`src/rtl/switch_matrix_cfg.sv`:
```
// switch_matrix_cfg: runtime-configurable switch box with shadow/active routing banks
module switch_matrix_cfg #(
    parameter int NTB = 5,
    parameter int NLR = 4,
    parameter int IDX_W = 3,
    parameter int ADDR_W = 5,
    parameter int REG_OUT = 0,
    localparam int NPIN = 2 * NTB + 2 * NLR
) (
    input  logic              i_clk,
    input  logic              i_rst,
    input  logic [NPIN-1:0]   i_pin_in,
    output logic [NPIN-1:0]   o_pin_out,
    output logic [NPIN-1:0]   o_pin_oe,
    input  logic              i_cfg_valid,
    output logic              o_cfg_ready,
    input  logic [ADDR_W-1:0] i_cfg_addr,
    input  logic [IDX_W+2:0]  i_cfg_data,
    input  logic              i_cfg_commit,
    output logic              o_cfg_busy,
    output logic              o_cfg_err,
    input  logic              i_cfg_err_clr
);
    localparam int DW = IDX_W + 3;
    localparam logic [1:0] S_IDLE = 2'd0, S_COMMIT = 2'd1, S_CLEARERR = 2'd2;

    logic [1:0]       r_state;
    logic [DW-1:0]    r_shadow [NPIN];
    logic [DW-1:0]    r_active [NPIN];
    logic             r_err;
    logic [2:0]       w_side;
    logic [IDX_W-1:0] w_idx;
    logic             w_acc;
    logic             w_legal;
    logic [NPIN-1:0]  w_out;
    logic [NPIN-1:0]  w_oe;

    function automatic int flat(input logic [2:0] side, input logic [IDX_W-1:0] idx);
        return int'(idx) + (side == 3'd2 ? NTB : side == 3'd3 ? NTB + NLR : side == 3'd4 ? 2 * NTB + NLR : 0);
    endfunction

    assign o_cfg_ready = r_state == S_IDLE;
    assign o_cfg_busy = r_state == S_COMMIT || r_state == S_CLEARERR;
    assign o_cfg_err = r_err;

    always_comb begin
        w_side = i_cfg_data[2:0];
        w_idx = i_cfg_data[DW-1:3];
        w_acc = i_cfg_valid && o_cfg_ready;
        w_legal = int'(i_cfg_addr) < NPIN && w_side <= 3'd4 &&
                  (w_side == 3'd0 || (int'(w_idx) < ((w_side == 3'd1 || w_side == 3'd3) ? NTB : NLR) &&
                                      flat(w_side, w_idx) != int'(i_cfg_addr)));
    end

    // Shadow writes and the commit copy never coincide: writes are refused while in COMMIT.
    always_ff @(posedge i_clk) begin
        if (i_rst) begin
            r_state <= S_IDLE;
            r_err <= 1'b0;
            for (int p = 0; p < NPIN; p++) begin
                r_shadow[p] <= '0;
                r_active[p] <= '0;
            end
        end else begin
            r_state <= (r_state == S_IDLE && i_cfg_commit) ? S_COMMIT : S_IDLE;
            r_err <= i_cfg_err_clr ? 1'b0 : (w_acc && !w_legal) ? 1'b1 : r_err;
            for (int p = 0; p < NPIN; p++) begin
                if (w_acc && w_legal && int'(i_cfg_addr) == p) r_shadow[p] <= i_cfg_data;
                if (r_state == S_COMMIT) r_active[p] <= r_shadow[p];
            end
        end
    end

    always_comb begin
        w_oe = '0;
        w_out = '0;
        for (int p = 0; p < NPIN; p++) begin
            w_oe[p] = r_active[p][2:0] != 3'd0;
            for (int q = 0; q < NPIN; q++)
                if (w_oe[p] && flat(r_active[p][2:0], r_active[p][DW-1:3]) == q) w_out[p] = i_pin_in[q];
        end
    end

    if (REG_OUT != 0) begin : g_reg
        logic [NPIN-1:0] r_out;
        logic [NPIN-1:0] r_oe;
        always_ff @(posedge i_clk) begin
            if (i_rst) begin
                r_out <= '0;
                r_oe <= '0;
            end else begin
                r_out <= w_out;
                r_oe <= w_oe;
            end
        end
        assign o_pin_out = r_out;
        assign o_pin_oe = r_oe;
    end else begin : g_comb
        assign o_pin_out = w_out;
        assign o_pin_oe = w_oe;
    end
endmodule

```
`config.mk`:
```
export PLATFORM = sky130hd
export DESIGN_NAME = switch_matrix_cfg
export DESIGN_NICKNAME = d
export VERILOG_FILES = /design/src/rtl/switch_matrix_cfg.sv
export SDC_FILE = /design/constraint.sdc
export NUM_CORES = 1
export LEC_CHECK = 0
export CORE_AREA = 2 2 167 169
export CTS_CLUSTER_SIZE = 24
export DETAILED_ROUTE_END_ITERATION = 7
export DIE_AREA = 0 0 169 171
export PLACE_DENSITY = 0.73
export SETUP_SLACK_MARGIN = 0.05
export SLEW_MARGIN = 20
export SYNTH_ARGS = -nofsm -noshare
export SYNTH_HDL_FRONTEND = slang
export SYNTH_SLANG_ARGS = --single-unit
```
`constraint.sdc`:
```
create_clock -name i_clk -period 7.69 [get_ports i_clk]
set_clock_uncertainty 0.15 [all_clocks]
set_input_delay 0.769 -clock i_clk [delete_from_list [all_inputs] [get_ports i_clk]]
set_output_delay 0.769 -clock i_clk [all_outputs]
set_load 0.05 [all_outputs]
```
==> Implementation_results.wiki, run 1 <==
{| class="wikitable"
! Metric !! Value
|-
| Floorplan row count || 61
|-
| Power after layout || 3.454 mW
|-
| Area of the die || 28900 sq um
|-
| Post-Synthesis Cell Area || roughly 15000 sq um
|-
| Post-route setup slack || about 2400 ps
|-
| Deepest clock path buffer count || 3
|-
| Share of synthesized registers carrying an async set or reset || 0%
|-
| Via count of the first global-routing pass || 10220
|-
| Fillers || 2208
|-
| Total number of H-tree levels || 1
|-
| Average wire per cell in the routed design || 20.22 um
|-
| Number of antenna-violating nets in the routed design || 0
|-
| Final-report setup violation count || 0
|-
| Critical path launch point type || flip-flop
|-
| Reg-to-Reg End || r_shadow[6][4]$_SDFFCE_PN0P_
|-
| Placement-stage cell area || roughly 16000 sq um
|-
| Library cells used by synthesis || 67
|-
| Core ar. || 27320 sq um
|-
| Data required time of the worst path || 6770 ps
|-
| Outcome || finished, final reports clean
|-
| Synthesis-stage register bit count || between 200 and 250
|-
| TritonCTS Buffers || 23
|-
| Count of buffers inserted at the top-level ports || 72
|-
| Total gr overflow || 0
|-
| Initial Utilization || 53.99%
|-
| Upper clock frequency limit || 187.9 MHz
|-
| Setup slack after placement || 2682 ps
|-
| Via count || between 10000 and 15000
|-
| Power density normalized to cell area || 210.3 nW/um^2
|-
| Final instance area || around 16000 sq um
|-
| Total count of hold-check failures in the final report || 0
|-
| Fraction of final layout cells sized beyond drive strength 1 || 8.499%
|-
| Clock edge transition at the registers on the reported setup and hold paths || 60 ps
|-
| Max-capacitance violation count || 0
|-
| Count of buffers added by post-CTS timing repair for setup || 0
|-
| Relative max-transition margin || 27.10%
|-
| Final HPWL DP || 23900 um
|-
| Worst R2R Setup Slack || 5210 ps
|-
| Instance count of the mapped netlist || 1370
|-
| Synthesized netlist net count || 1480
|-
| Cells on Worst Hold Path || 1
|-
| Tcrit/Tclk final || 69.22%
|-
| Count of inserted antenna diode cells || 0
|-
| Sinks on the clock net || 218
|-
| Number of synthesized flops with an enable pin || roughly 220
|-
| Capturing element type of the critical path || output pin
|-
| TritonCTS clock tree || done
|-
| Synth Flop Type || edfxtp_1
|-
| Number of warnings printed during yosys synthesis || 0
|-
| Pre-antenna DRT Iters || 5
|-
| Launching point of the worst reg2reg path || r_state[0]$_SDFF_PP0_
|-
| Largest driver fanout on the critical path || 5
|-
| Leak Pwr || 6.109 nW
|-
| Cts repair resizes || 0
|-
| Peak supply drop || 0.1349 mV
|-
| Reg2reg path depth || 4
|-
| Avg Vias per Cell || 6.124
|-
| Number of buffers added to fix hold violations after cts || 0
|-
| Per-instance average area after synthesis || between 10 and 15 sq um
|-
| GR Util All Layers || about a quarter
|-
| Top-Level Pins || 73
|-
| Area Overhead vs Synth || 11.34%
|-
| Sum of negative setup slack || 0 ps
|-
| Total wire length after detailed routing || between 30000 and 40000 um
|-
| Number of nets at the end of the flow || around 1500
|-
| Type of the worst setup path || flip-flop to output pin
|-
| Die X || around 170 um
|-
| Clock period minus final worst setup slack || 5323 ps
|-
| Number of max-slew violations in the final report || 0
|-
| Die extent in y || 171 um
|-
| DRT iter0 DRCs || 944
|-
| Final Wtd Congestion || 0.8518
|-
| Initial antenna violation count || 0
|-
| Drt drc || 0
|-
| Transition at the pin with the smallest max-transition slack || 1094 ps
|-
| Worst-case hold path end point || r_active[0][73]$_SDFFCE_PN0P_
|-
| Root buffer cell || clkbuf_16
|-
| Maximum number of pins on one net before global-route repair || 109
|-
| Seq/Total Area, Yosys || 44.24%
|-
| Unrepaired setup endpoints after global routing || false
|-
| Global-route wire length before repair || between 50000 and 60000 um
|-
| Hold/Removal Path Class || flip-flop to flip-flop
|-
| Min-delay src || r_shadow[12][1]$_SDFFCE_PN0P_
|-
| Arrival time at the worst endpoint || 4400 ps
|-
| Insertion delay to the later sink of the worst-skew pair || 510 ps
|}
area by class of cell:
type,instances,area [sq um],share of cell area [%]
inverters,29,108.9,0.6627
multi-input cells,1042,7764,47.27
well taps,346,432.9,2.636
repair buffers,83,803.3,4.890
clock inverters,9,155.1,0.9445
flip-flops and latches,218,6526,39.73
clock buffers,31,635.6,3.870
critical path: stages, from the launching register on:
cell and delay, ps:
edfxtp_1 440, nor2b_1 190, ha_1 240, fa_1 450
xor2_1 280, mux2_1 360, mux4_2 480, mux4_2 480
a32o_1 280, clkdlybuf4s50_1 700
Yosys cell counts, types with 14 or more instances:
| master | n | area (sq um) |
|---|---|---|
| nor3b_1 | 17 | 127.6 |
| nand3_1 | 14 | 70.07 |
| edfxtp_1 | 216 | 6486 |
| nor3_1 | 26 | 130.1 |
| nand2_1 | 69 | 259.0 |
| xnor2_1 | 44 | 385.4 |
| and2_1 | 132 | 825.8 |
| clkbuf_1 | 66 | 247.7 |
| or3_1 | 22 | 137.6 |
| o21ai_0 | 48 | 240.2 |
| inv_1 | 28 | 105.1 |
| mux2i_1 | 33 | 330.3 |
| fa_1 | 19 | 380.4 |
| xor2_1 | 21 | 183.9 |
| o21bai_1 | 19 | 142.6 |
| a21o_1 | 23 | 172.7 |
| nor2_1 | 168 | 630.6 |
| nor2b_1 | 38 | 237.7 |
| a21oi_1 | 78 | 390.4 |
| mux4_2 | 50 | 1126 |
| ha_1 | 57 | 713.2 |
stage by stage:
stage / hold slack (ps) / utilization (%) / instances
global placement: 350.1 / 57.22 / 1718
global route: 382.0 / 60.12 / 1758
floorplan: 346.7 / - / 1370
finish: 363.9 / 60.12 / 1758
detailed placement: 352.2 / 57.22 / 1718
CTS: 366.6 / 60.12 / 1758
layer usage:
layer	wire (um)	global-route usage, %	vias up
li1	-	-	5093
met1	14900	33.88	5138
met2	16540	40.18	466
met3	3126	3.771	69
met4	987	8.436	0
met5	0	0	-
how the worst max path moves through the flow:
stage	startpoint	to	slack (ps)	cells past startpoint
floorplan	r_active[0][85]$_SDFFCE_PN0P_	o_pin_out[14]	3170	8
global placement	i_pin_in[3]	o_pin_out[7]	2710	6
detailed placement	i_pin_in[3]	o_pin_out[7]	2680	6
CTS	r_active[0][43]$_SDFFCE_PN0P_	o_pin_out[7]	2360	9
global route	r_active[0][43]$_SDFFCE_PN0P_	o_pin_out[7]	2270	9
finish	r_active[0][43]$_SDFFCE_PN0P_	o_pin_out[7]	2370	9
cell families (layout without fill, tap and decap cells):
logic type,after synthesis,after routing,synth area share (%)
AND/OR/NAND/NOR,542,542,19.02
AO/OA/AOI/OAI,264,264,11.48
flip-flops,218,218,44.24
buffers and inverters,110,152,3.206
multiplexers,95,95,10.79
adder cells (fa/ha/maj),76,76,7.412
XOR/XNOR,65,65,3.859
cells in the final DEF, fill, tap and decap left out, types with 5 or more instances in the layout:
cell type / Yosys / final
clkbuf_16: 0 / 23
xnor2_1: 44 / 44
ha_1: 57 / 57
nand2b_1: 13 / 13
mux2i_1: 33 / 33
a211oi_1: 13 / 13
mux4_2: 50 / 50
or3_1: 22 / 22
nand4_1: 6 / 6
o211ai_1: 7 / 7
and3_1: 6 / 6
clkdlybuf4s50_1: 0 / 72
mux2_2: 11 / 11
a22oi_1: 8 / 8
o21a_1: 8 / 8
a21oi_1: 78 / 78
buf_4: 0 / 11
nor3b_1: 17 / 17
a31oi_1: 7 / 7
fa_1: 19 / 19
nor2_1: 168 / 167
clkbuf_1: 66 / 5
o21ai_0: 48 / 48
nand2_1: 69 / 69
nand3_1: 14 / 14
edfxtp_1: 216 / 216
nor2b_1: 38 / 38
o21bai_1: 19 / 19
and2_1: 132 / 132
nor4_1: 12 / 12
inv_1: 28 / 28
o22ai_1: 12 / 12
nor3_1: 26 / 26
a21o_1: 23 / 23
xor2_1: 21 / 21
power by group:
part           switching [mW]  total, mW  internal (mW)
Clock                   0.452       1.17          0.715
Combinational           0.524      0.887          0.364
Sequential             0.0350       1.40           1.36
flip-flops by register name, indices dropped and copies added, names as in the netlist:
name       flops
r_active     108
r_shadow     108
o_cfg_err      1
r_state        1
(Power assumes the default switching activity.)
==> run 2, diff against run 1 <==
--- a/config.mk
+++ b/config.mk
@@ -9,7 +9,7 @@
 export CTS_CLUSTER_SIZE = 24
 export DETAILED_ROUTE_END_ITERATION = 7
 export DIE_AREA = 0 0 169 171
-export PLACE_DENSITY = 0.73
+export PLACE_DENSITY = 0.76
 export SETUP_SLACK_MARGIN = 0.05
 export SLEW_MARGIN = 20
 export SYNTH_ARGS = -nofsm -noshare
==> constraint.sdc (replaced) <==
create_clock -name i_clk -period 4.4 [get_ports i_clk]
set_clock_uncertainty 0.15 [all_clocks]
set_input_delay 0.44 -clock i_clk [delete_from_list [all_inputs] [get_ports i_clk]]
set_output_delay 0.44 -clock i_clk [all_outputs]
set_load 0.05 [all_outputs]
==> Implementation_results.wiki, run 2 (synthesis results as in run 1) <==
{| class="wikitable"
! Metric !! Value
|-
| Die extent in y || about 170 um
|-
| Data required time of the worst path || 3810 ps
|-
| Area taken by multi-input logic gates || 7848 sq um
|-
| Largest registers || r_active (108), r_shadow (108)
|-
| Register cell area after layout || between 6000 and 7000 sq um
|-
| Final HPWL DP || 26050 um
|-
| Largest driver fanout on the critical path || 5
|-
| Launching point of the worst reg2reg path || r_state[0]$_SDFF_PP0_
|-
| Setup slack after placement || 313.7 ps
|-
| Transition at the pin with the smallest max-transition slack || about 850 ps
|-
| Final-report setup violation count || 0
|-
| Sinks on the clock net || 218
|-
| Clock period minus final worst setup slack || 4283 ps
|-
| Total gr overflow || 0
|-
| Unrepaired setup endpoints after global routing || false
|-
| Total wire length after detailed routing || roughly 37000 um
|-
| Peak supply drop || 0.2304 mV
|-
| Fraction of final layout cells sized beyond drive strength 1 || 13.99%
|-
| Relative max-transition margin || 43.13%
|-
| Number of antenna-violating nets in the routed design || 0
|-
| Upper clock frequency limit || 233.5 MHz
|-
| Die X || 169 um
|-
| Reg2reg path depth || 5
|-
| Arrival time at the worst endpoint || 3690 ps
|-
| Hold/Removal Path Class || input pin to flip-flop
|-
| Clock edge transition at the registers on the reported setup and hold paths || 70 ps
|-
| Pre-antenna DRT Iters || 6
|-
| Outcome || finished, final reports clean
|-
| Fillers || 2119
|-
| Drt drc || 0
|-
| Power after layout || slightly below 6 mW
|-
| Final Wtd Congestion || 0.8720
|-
| Sum of negative setup slack || 0 ps
|-
| Source of the critical timing path || r_active[0][43]$_SDFFCE_PN0P_
|-
| Average wire per cell in the routed design || between 20 and 25 um
|-
| Critical path launch point type || flip-flop
|-
| Count of inserted antenna diode cells || 0
|-
| Global-route wire length before repair || between 50000 and 60000 um
|-
| Total number of H-tree levels || 1
|-
| End point of the critical path || o_pin_out[7]
|-
| Initial antenna violation count || 0
|-
| Floorplan row count || 61
|-
| Reg-to-Reg End || r_shadow[11][1]$_SDFFCE_PN0P_
|-
| Type of the worst setup path || flip-flop to output pin
|-
| Maximum number of pins on one net before global-route repair || 109
|-
| Count of buffers inserted at the top-level ports || 72
|-
| Number of nets at the end of the flow || 1568
|-
| Capturing element type of the critical path || output pin
|-
| Via count || ~11000
|-
| Top-Level Pins || 73
|-
| TritonCTS clock tree || done
|-
| Worst R2R Setup Slack || 2080 ps
|-
| Insertion delay to the later sink of the worst-skew pair || 510 ps
|-
| Power density normalized to cell area || 351.1 nW/um^2
|-
| Root buffer cell || clkbuf_16
|-
| Deepest clock path buffer count || 3
|-
| Max-capacitance violation count || 0
|-
| DRT iter0 DRCs || around 960
|-
| TritonCTS Buffers || 22
|-
| Avg Vias per Cell || 6.163
|-
| Via count of the first global-routing pass || 10660
|-
| Final Instance Count excl. Fillers || 1819
|-
| Most common cell after layout, fill and taps aside || edfxtp_1
|-
| Initial Utilization || 53.99%
|-
| Leak Pwr || 6.497 nW
|-
| Total count of hold-check failures in the final report || 0
|-
| Post-route setup slack || 116.8 ps
|-
| GR Util All Layers || ~26%
|-
| Core ar. || approximately 27000 sq um
|-
| Number of max-slew violations in the final report || 0
|-
| Final core area utilization || 62.14%
|-
| Area of the die || 28900 sq um
|-
| Placed insts || 1773
|-
| Tcrit/Tclk final || 97.35%
|-
| Top library cells by usage in the layout, fill and taps aside || edfxtp_1, nor2_1, and2_1, a21oi_1, buf_4
|-
| Area Overhead vs Synth || 15.10%
|}
-- run 2: layout make-up --
cell class              count  share of cell area (%)
clock buffers              26                   3.456
inverters                  29                  0.6411
multi-input cells        1042                   46.22
repair buffers            145                   7.855
clock inverters            13                  0.8474
well taps                 346                   2.550
flip-flops and latches    218                   38.43
-- run 2: worst max-delay path, stage by stage (launching register included) --
cell and delay, ps:
edfxtp_1 430, nor2b_2 190, ha_1 230, fa_2 380, xor2_2 170, mux2_2 370
mux4_2 480, mux4_2 470, a32o_1 300, buf_6 160
-- run 2: metrics by stage --
stage	hold slack (ps)	instance area, sq um
floorplan	346.7	14750
global placement	349.8	16110
finish	296.2	16980
CTS	289.9	16890
detailed placement	351.4	16110
global route	311.0	16980
-- run 2: per-layer routing --
| layer | GRT usage [%] | up-vias | wire length [um] |
|---|---|---|---|
| met5 | 0 | - | 0 |
| met4 | 9.922 | 0 | 1487 |
| met3 | 4.765 | 100 | 3193 |
| met2 | 44.57 | 565 | 17780 |
| met1 | 33.04 | 5340 | 14940 |
| li1 | - | 5205 | - |
-- run 2: timing repair --
action                                  CTS  global route
hold buffers                              0             0
resized for setup                        10            19
endpoints found under the setup margin    7            11
hold endpoints to repair                  0             0
pin swaps                                 0             6
buffers inserted                          3             4
-- run 2: power breakdown --
part / total [mW] / internal [mW] / switching [mW]
Combinational: 1.63 / 0.684 / 0.946
Sequential: 2.45 / 2.38 / 0.0620
Clock: 1.89 / 1.13 / 0.757
Total: 5.96 / 4.20 / 1.76
-- run 2: worst min path at each step --
stage / from / endpoint / slack (ps) / cells past startpoint
3_3_place_gp: r_shadow[17][3]$_SDFFCE_PN0P_ / r_active[1][9]$_SDFFCE_PN0P_ / 350 / 1
2_1_floorplan: r_shadow[0][0]$_SDFFCE_PN0P_ / r_active[0][0]$_SDFFCE_PN0P_ / 350 / 1
4_1_cts: i_cfg_commit / r_state[0]$_SDFF_PP0_ / 290 / 3
3_5_place_dp: r_shadow[17][4]$_SDFFCE_PN0P_ / r_active[1][10]$_SDFFCE_PN0P_ / 350 / 1
5_1_grt: i_cfg_commit / r_state[0]$_SDFF_PP0_ / 310 / 3
6_report: i_cfg_commit / r_state[0]$_SDFF_PP0_ / 300 / 3
